==> config.mk <==
export PLATFORM = sky130hd
export DESIGN_NAME = activation_lut_sequencer
export DESIGN_NICKNAME = d
export VERILOG_FILES = /design/src/rtl/activation_lut_sequencer.sv
export SDC_FILE = /design/constraint.sdc
export NUM_CORES = 1
export LEC_CHECK = 0
export CORE_MARGIN = 2
export CORE_UTILIZATION = 54
export DETAILED_ROUTE_END_ITERATION = 10
export PLACE_DENSITY = 0.77
export SYNTH_ARGS = -nofsm -noshare
export SYNTH_HDL_FRONTEND = slang
export SYNTH_SLANG_ARGS = --single-unit
==> constraint.sdc <==
create_clock -name clk -period 1.82 [get_ports clk]
set_input_delay 0.364 -clock clk [delete_from_list [all_inputs] [get_ports clk]]
set_output_delay 0.364 -clock clk [all_outputs]
set_load 0.01 [all_outputs]
==> src/rtl/activation_lut_sequencer.sv <==
// Activation-function lookup sequencer.
// Maps a signed Q(WIDTH-FRAC).FRAC sample onto a 2**(WIDTH-FRAC)-entry
// table and emits {segment base, next point, fractional remainder} for a
// downstream linear interpolator through a two-stage valid/ready pipeline.
module activation_lut_sequencer #(
    parameter int WIDTH = 8,
    parameter int FRAC  = 4
) (
    input  logic                          clk,
    input  logic                          rst,
    input  logic                          tbl_we,
    input  logic [WIDTH-FRAC-1:0]         tbl_addr,
    input  logic signed [WIDTH-1:0]       tbl_wdata,
    input  logic                          in_valid,
    output logic                          in_ready,
    input  logic signed [WIDTH-1:0]       in_data,
    output logic                          out_valid,
    input  logic                          out_ready,
    output logic signed [WIDTH-1:0]       out_base,
    output logic signed [WIDTH-1:0]       out_next,
    output logic signed [WIDTH-1:0]       out_remaining
);

    localparam int               ABITS = WIDTH - FRAC;
    localparam int unsigned      DEPTH = 1 << ABITS;
    localparam logic [ABITS-1:0] LAST  = '1;

    // Lookup table storage
    logic signed [WIDTH-1:0] lut [DEPTH];

    // Stage 1: accepted sample, already reduced to segment address + fraction
    logic                    s1_full;
    logic [ABITS-1:0]        s1_addr;
    logic [FRAC-1:0]         s1_frac;

    // Stage 2 occupancy; the output data registers are the stage-2 payload
    logic                    s2_full;

    logic                    accept;
    logic                    s2_load;
    logic                    s2_drain;
    logic [ABITS-1:0]        in_addr;
    logic [ABITS-1:0]        next_addr;
    logic signed [WIDTH-1:0] rd_base;
    logic signed [WIDTH-1:0] rd_next;
    logic signed [WIDTH-1:0] rd_rem;

    // Handshake decisions, segment addressing and table read for the S2 load
    always_comb begin
        s2_load   = s1_full && (!s2_full || out_ready);
        s2_drain  = s2_full && out_ready;
        // S1 is free either because it is empty or because it moves into S2 now
        in_ready  = !s1_full || s2_load;
        accept    = in_valid && in_ready;
        out_valid = s2_full;

        // signed integer part + DEPTH/2 is the integer part with its MSB inverted
        in_addr   = {~in_data[WIDTH-1], in_data[WIDTH-2:FRAC]};

        // Top segment has no successor: clamp instead of wrapping to entry 0
        next_addr = (s1_addr == LAST) ? LAST : s1_addr + ABITS'(1);

        rd_base   = lut[s1_addr];
        rd_next   = lut[next_addr];
        rd_rem    = {{(WIDTH-FRAC){1'b0}}, s1_frac};
    end

    // Table writes; independent of the data pipeline, blocked during reset
    always_ff @(posedge clk) begin
        if (rst) begin
            lut <= '{default: '0};
        end else if (tbl_we) begin
            lut[tbl_addr] <= tbl_wdata;
        end
    end

    // Stage 1: capture accepted samples, release when S2 takes them
    always_ff @(posedge clk) begin
        if (rst) begin
            s1_full <= 1'b0;
            s1_addr <= '0;
            s1_frac <= '0;
        end else if (accept) begin
            s1_full <= 1'b1;
            s1_addr <= in_addr;
            s1_frac <= in_data[FRAC-1:0];
        end else if (s2_load) begin
            s1_full <= 1'b0;
        end
    end

    // Stage 2: load the triple from S1 (table read sees pre-write contents),
    // hold it while stalled, keep last values after it drains
    always_ff @(posedge clk) begin
        if (rst) begin
            s2_full       <= 1'b0;
            out_base      <= '0;
            out_next      <= '0;
            out_remaining <= '0;
        end else if (s2_load) begin
            s2_full       <= 1'b1;
            out_base      <= rd_base;
            out_next      <= rd_next;
            out_remaining <= rd_rem;
        end else if (s2_drain) begin
            s2_full       <= 1'b0;
        end
    end

endmodule

==> summary.md <==
| Metric | Value |
|---|---|
| Max rail drop VDD | 0.7457 mV |
| Setup Viol. Count Final | 15 |
| Fraction of the mapped netlist area in compound gates | 10.47% |
| Violated checks | negative setup slack |
| Drt initial violations | 868 |
| Dominant register cell in the synthesized netlist | dfxtp_1 |
| Number of synthesized flops with an enable pin | 0 |
| Delay of the slowest critical-path stage | 0.37 ns |
| Clock tree from TritonCTS | yes |
| Post-synthesis adder-cell area fraction | 0.1549% |
| CTS Buf Count | 17 |
| Combined buffer and inverter count along the critical path | 2 |
| Combinational fraction of design power | 13.5% |
| Vias in the first global route | 7540 |
| Number of vias per cell after detailed routing | 6.498 |
| Global-route wire length before repair | 40300 um |
| Net Sw Power | about 2.2 mW |
| Starting density of the core | 55.38% |
| Most area-hungry cell type in the Yosys netlist | dfxtp_1 |
| DR DRC count | 0 |
| Internal power | 6.485 mW |
| Async SR Flop Fraction | 0% |
| Power consumption | 8.667 mW |
| Static power due to leakage | 4.158 nW |
| Detailed-routing iteration count for the pre-antenna-repair pass | 9 |
| Total detailed-routing wirelength | 26560 um |
| Sum of overflow across all layers after global routing | 0 |
| Launch point of the worst hold path | rst |
| Leading post-synthesis cells by instance count | mux2i_1, dfxtp_1, nor2_1, a21oi_1, mux4_2 |
| Fin crit period | around 1.9 ns |
| Horizontal die dimension | 126.3 um |
| Average routed wire per standard cell | 23.23 um |
| Minimum setup slack in the final design | -0.1153 ns |
| Number of storage elements in the synthesis netlist | 158 |
| Flop pwr share | between 40% and 50% |
| Routability congestion estimate from global placement | 0.9884 |
| Later-pin clock latency in the skew report | 0.45 ns |
| Combined global-route utilization of all metal layers | 32.43% |
| Worst Setup End Kind | flop |
| Biggest area contributors in the synthesized netlist | dfxtp_1, mux2i_1, mux4_2 |
| Maximum clock rate | 0.5167 GHz |
| Total stage count of the critical path | 8 |
| Worst-case hold path end point | out_base[1]$_SDFFE_PP0P_ |
| Tightest Pin Transition | 0.7535 ns |
| Setup repair after global routing missed its margin | yes |
| Unique masters post-synth | 60 |
| Core utilization of the finished layout | 72.67% |
| Vert. Die Dim | between 100 and 150 um |
| Mapped Cells | 824 |
| Fraction of synthesized cell area in xor and xnor cells | less than 1% |
| Slowest library cell on the worst path | dfxtp_4 |
| Summed negative setup slack over all endpoints | -0.8185 ns |
| Final slew viol count | 0 |
| Buffers added on ports | 46 |
| Most instantiated library cell after synthesis | mux2i_1 |
| Hold_ws | 0.2799 ns |
| Endpoint of the worst register-to-register path | out_next[5]$_SDFFE_PP0P_ |
| Cell class contributing the biggest share of worst-path delay | compound AO/OA/AOI/OAI gates |
| Clock slew seen by the registers of the worst setup and hold paths | 0.06 ns |
| Fraction of synthesized area in multiplexers | ~31% |
| Number of maximum-capacitance constraint violations | 0 |
| Clock tree sinks | 158 |
| Boundary Pins | 51 |
| Final clock skew | 0.01134 ns |
| Hold/Removal Path Class | input pin to flop |
| Layout cell share with drive strength beyond 1 | 27.32% |
| Type of the setup path with the least slack | flop to flop |
| Area share of the leading cell type in the synthesized netlist | 39.15% |
| Startpoint of the lowest-slack register-to-register path | s1_addr[0]$_SDFFE_PP0P_ |
| Sequential share of the synthesized area | 39.15% |
| Yosys warning total | 0 |
| Flop2flop setup slack | -0.12 ns |
| Number of hold-slack violations in the final timing report | 0 |
| Area fraction in and, or, nand and nor cells after synthesis | between 10% and 20% |
| Worst-case clock buffer depth | 2 |
| Area added between synthesis and finish | 31.22% |
| FF-to-FF path depth | 8 |
| Pin count of the biggest net entering global routing | 38 |
| Final Cycle Share | 106.3% |
| Critical path data required time | 2.14 ns |
| HPWL after detailed placement | 16760 um |
| Ant. Diodes | 0 |
| Slew HR | 49.54% |
| Nets@finish | 972 |
| CTS Root Cell | clkbuf_16 |
| Worst Hold Depth | 2 |
| Switching Fraction | about a quarter |
| Core footprint | 14590 um2 |
| Cells along the critical path | ha_4, buf_6, xnor2_2, nor2_1, buf_4, a21oi_1, o2bb2ai_1, o31ai_1 |
| Die Area | around 16000 um2 |
| Power share of the clock group | roughly 45% |
| Number of nets still failing antenna checks after routing | 0 |
| Main combinational cell family by area after synthesis | multiplexers |
| Total via count in the routed design | ~7400 |
| H-tree depth reported by CTS | 4 |
| Result of the run | finished with violations |
| Crit path arrival time | 2.26 ns |
| Power density over the cells | approximately 800 nW/um2 |
| Number of antenna violations at the first check in global routing | 0 |
| Synthesized area per cell | 9.805 um2 |
| Largest driver fanout on the critical path | 11 |
| Final Cell Area | 10600 um2 |
| Placed cell areas | 9427 um2 |
| Number of placement rows | 44 |
| Number of hold-repair buffers added at the cts stage | 0 |
| Post-synth design cell area | about 8000 um2 |
| Critical Path Start Type | flop |
[cells in the final DEF (no fill, tap or decap), drive strengths merged, types with 2 or more instances in the layout]
cell type	Yosys	final
clkinv	0	2
o21a	3	3
mux4	33	33
a31o	2	2
nor2	163	163
mux2	9	10
nand3b	2	2
o21ai	10	10
or2b	2	2
conb	1	4
nor3b	2	2
a21o	3	3
a221oi	5	5
nand2b	11	11
bufinv	0	4
mux2i	168	168
and3	3	3
clkbuf	31	20
or2	2	2
o211ai	6	6
clkdlybuf4s50	0	44
nand4	3	3
nor3	8	8
nand3	15	15
nand2	33	33
buf	40	125
clkinvlp	0	4
a21oi	41	41
a2111oi	2	2
dfxtp	158	158
and2	3	3
inv	3	5
o22ai	11	11
o31ai	4	4
a211o	3	3
a22oi	18	18
nor2b	5	5
a22o	5	5
[state kept, by name, summed over array words and instances (netlist names)]
signal / flops
out_remaining: 4
out_next: 8
s1_frac: 4
s1_full: 1
out_valid: 1
s1_addr: 4
out_base: 8
lut: 128
[worst max-delay path by stage]
stage	startpoint	endpoint	slack (ns)
after CTS	s1_addr[0]$_SDFFE_PP0P_	out_base[0]$_SDFFE_PP0P_	-0.06
after global routing	s1_addr[0]$_SDFFE_PP0P_	out_next[5]$_SDFFE_PP0P_	-0.14
after global placement	out_ready	out_next[5]$_SDFFE_PP0P_	-0.19
final	s1_addr[0]$_SDFFE_PP0P_	out_next[5]$_SDFFE_PP0P_	-0.12
after floorplan	s1_addr[0]$_SDFFE_PP0P_	out_next[0]$_SDFFE_PP0P_	0.01
after detailed placement	s1_addr[0]$_SDFFE_PP0P_	out_base[4]$_SDFFE_PP0P_	-0.21
[cell families after synthesis]
family / after synthesis
AOI/OAI and AO/OA: 125
xor gates and xnor gates: 2
adders and majority gates: 1
buffers and inverters: 74
DFF: 158
muxes: 210
other: 1
and+or+nand+nor: 253
[final cells by class]
class	instances	area [um2]
Clock buffer	20	466.7
Clock inverter	12	181.4
Fill cell	921	3988
Inverter	3	11.26
Multi-Input combinational cell	596	4766
Sequential cell	158	3171
Tap cell	184	230.2
Timing Repair Buffer	170	1775
[power by group through the flow]
stage / clock [mW] / combinational (mW) / sequential, mW
final: 3.91 / 1.17 / 3.59
after global placement: 0 / 0.964 / 3.65
after global routing: 4.06 / 1.22 / 3.59
after CTS: 3.90 / 1.08 / 3.59
after floorplan: 0 / 0.568 / 3.64
after detailed placement: 0 / 0.987 / 3.66
[timing repair]
| action | CTS | global route |
|---|---|---|
| cloned | 3 | 0 |
| pin swaps | 17 | 14 |
| buffers inserted | 9 | 16 |
| gates resized for setup | 48 | 23 |
| endpoints found under the setup margin | 17 | 16 |
[routing by layer]
layer	track usage (%)	part of all wire, %
met5	0	0
met2	53.89	48
met4	18.29	5.9
met1	38.78	38
met3	7.592	8.7
[worst reg2reg max path, stage by stage, from the launching register on]
cell and delay (ns):
dfxtp_4 0.37, ha_4 0.19, buf_6 0.14, xnor2_2 0.17
nor2_1 0.15, buf_4 0.25, a21oi_1 0.12, o2bb2ai_1 0.32
o31ai_1 0.11
[stage by stage]
step / worst slack, ns / instances
6_report: -0.1153 / 1143
5_1_grt: -0.1428 / 1143
4_1_cts: -0.05583 / 1129
3_5_place_dp: -0.2117 / 1085
3_3_place_gp: -0.1869 / 1085
2_1_floorplan: 0.009715 / 827
(Power assumes the default switching activity.)
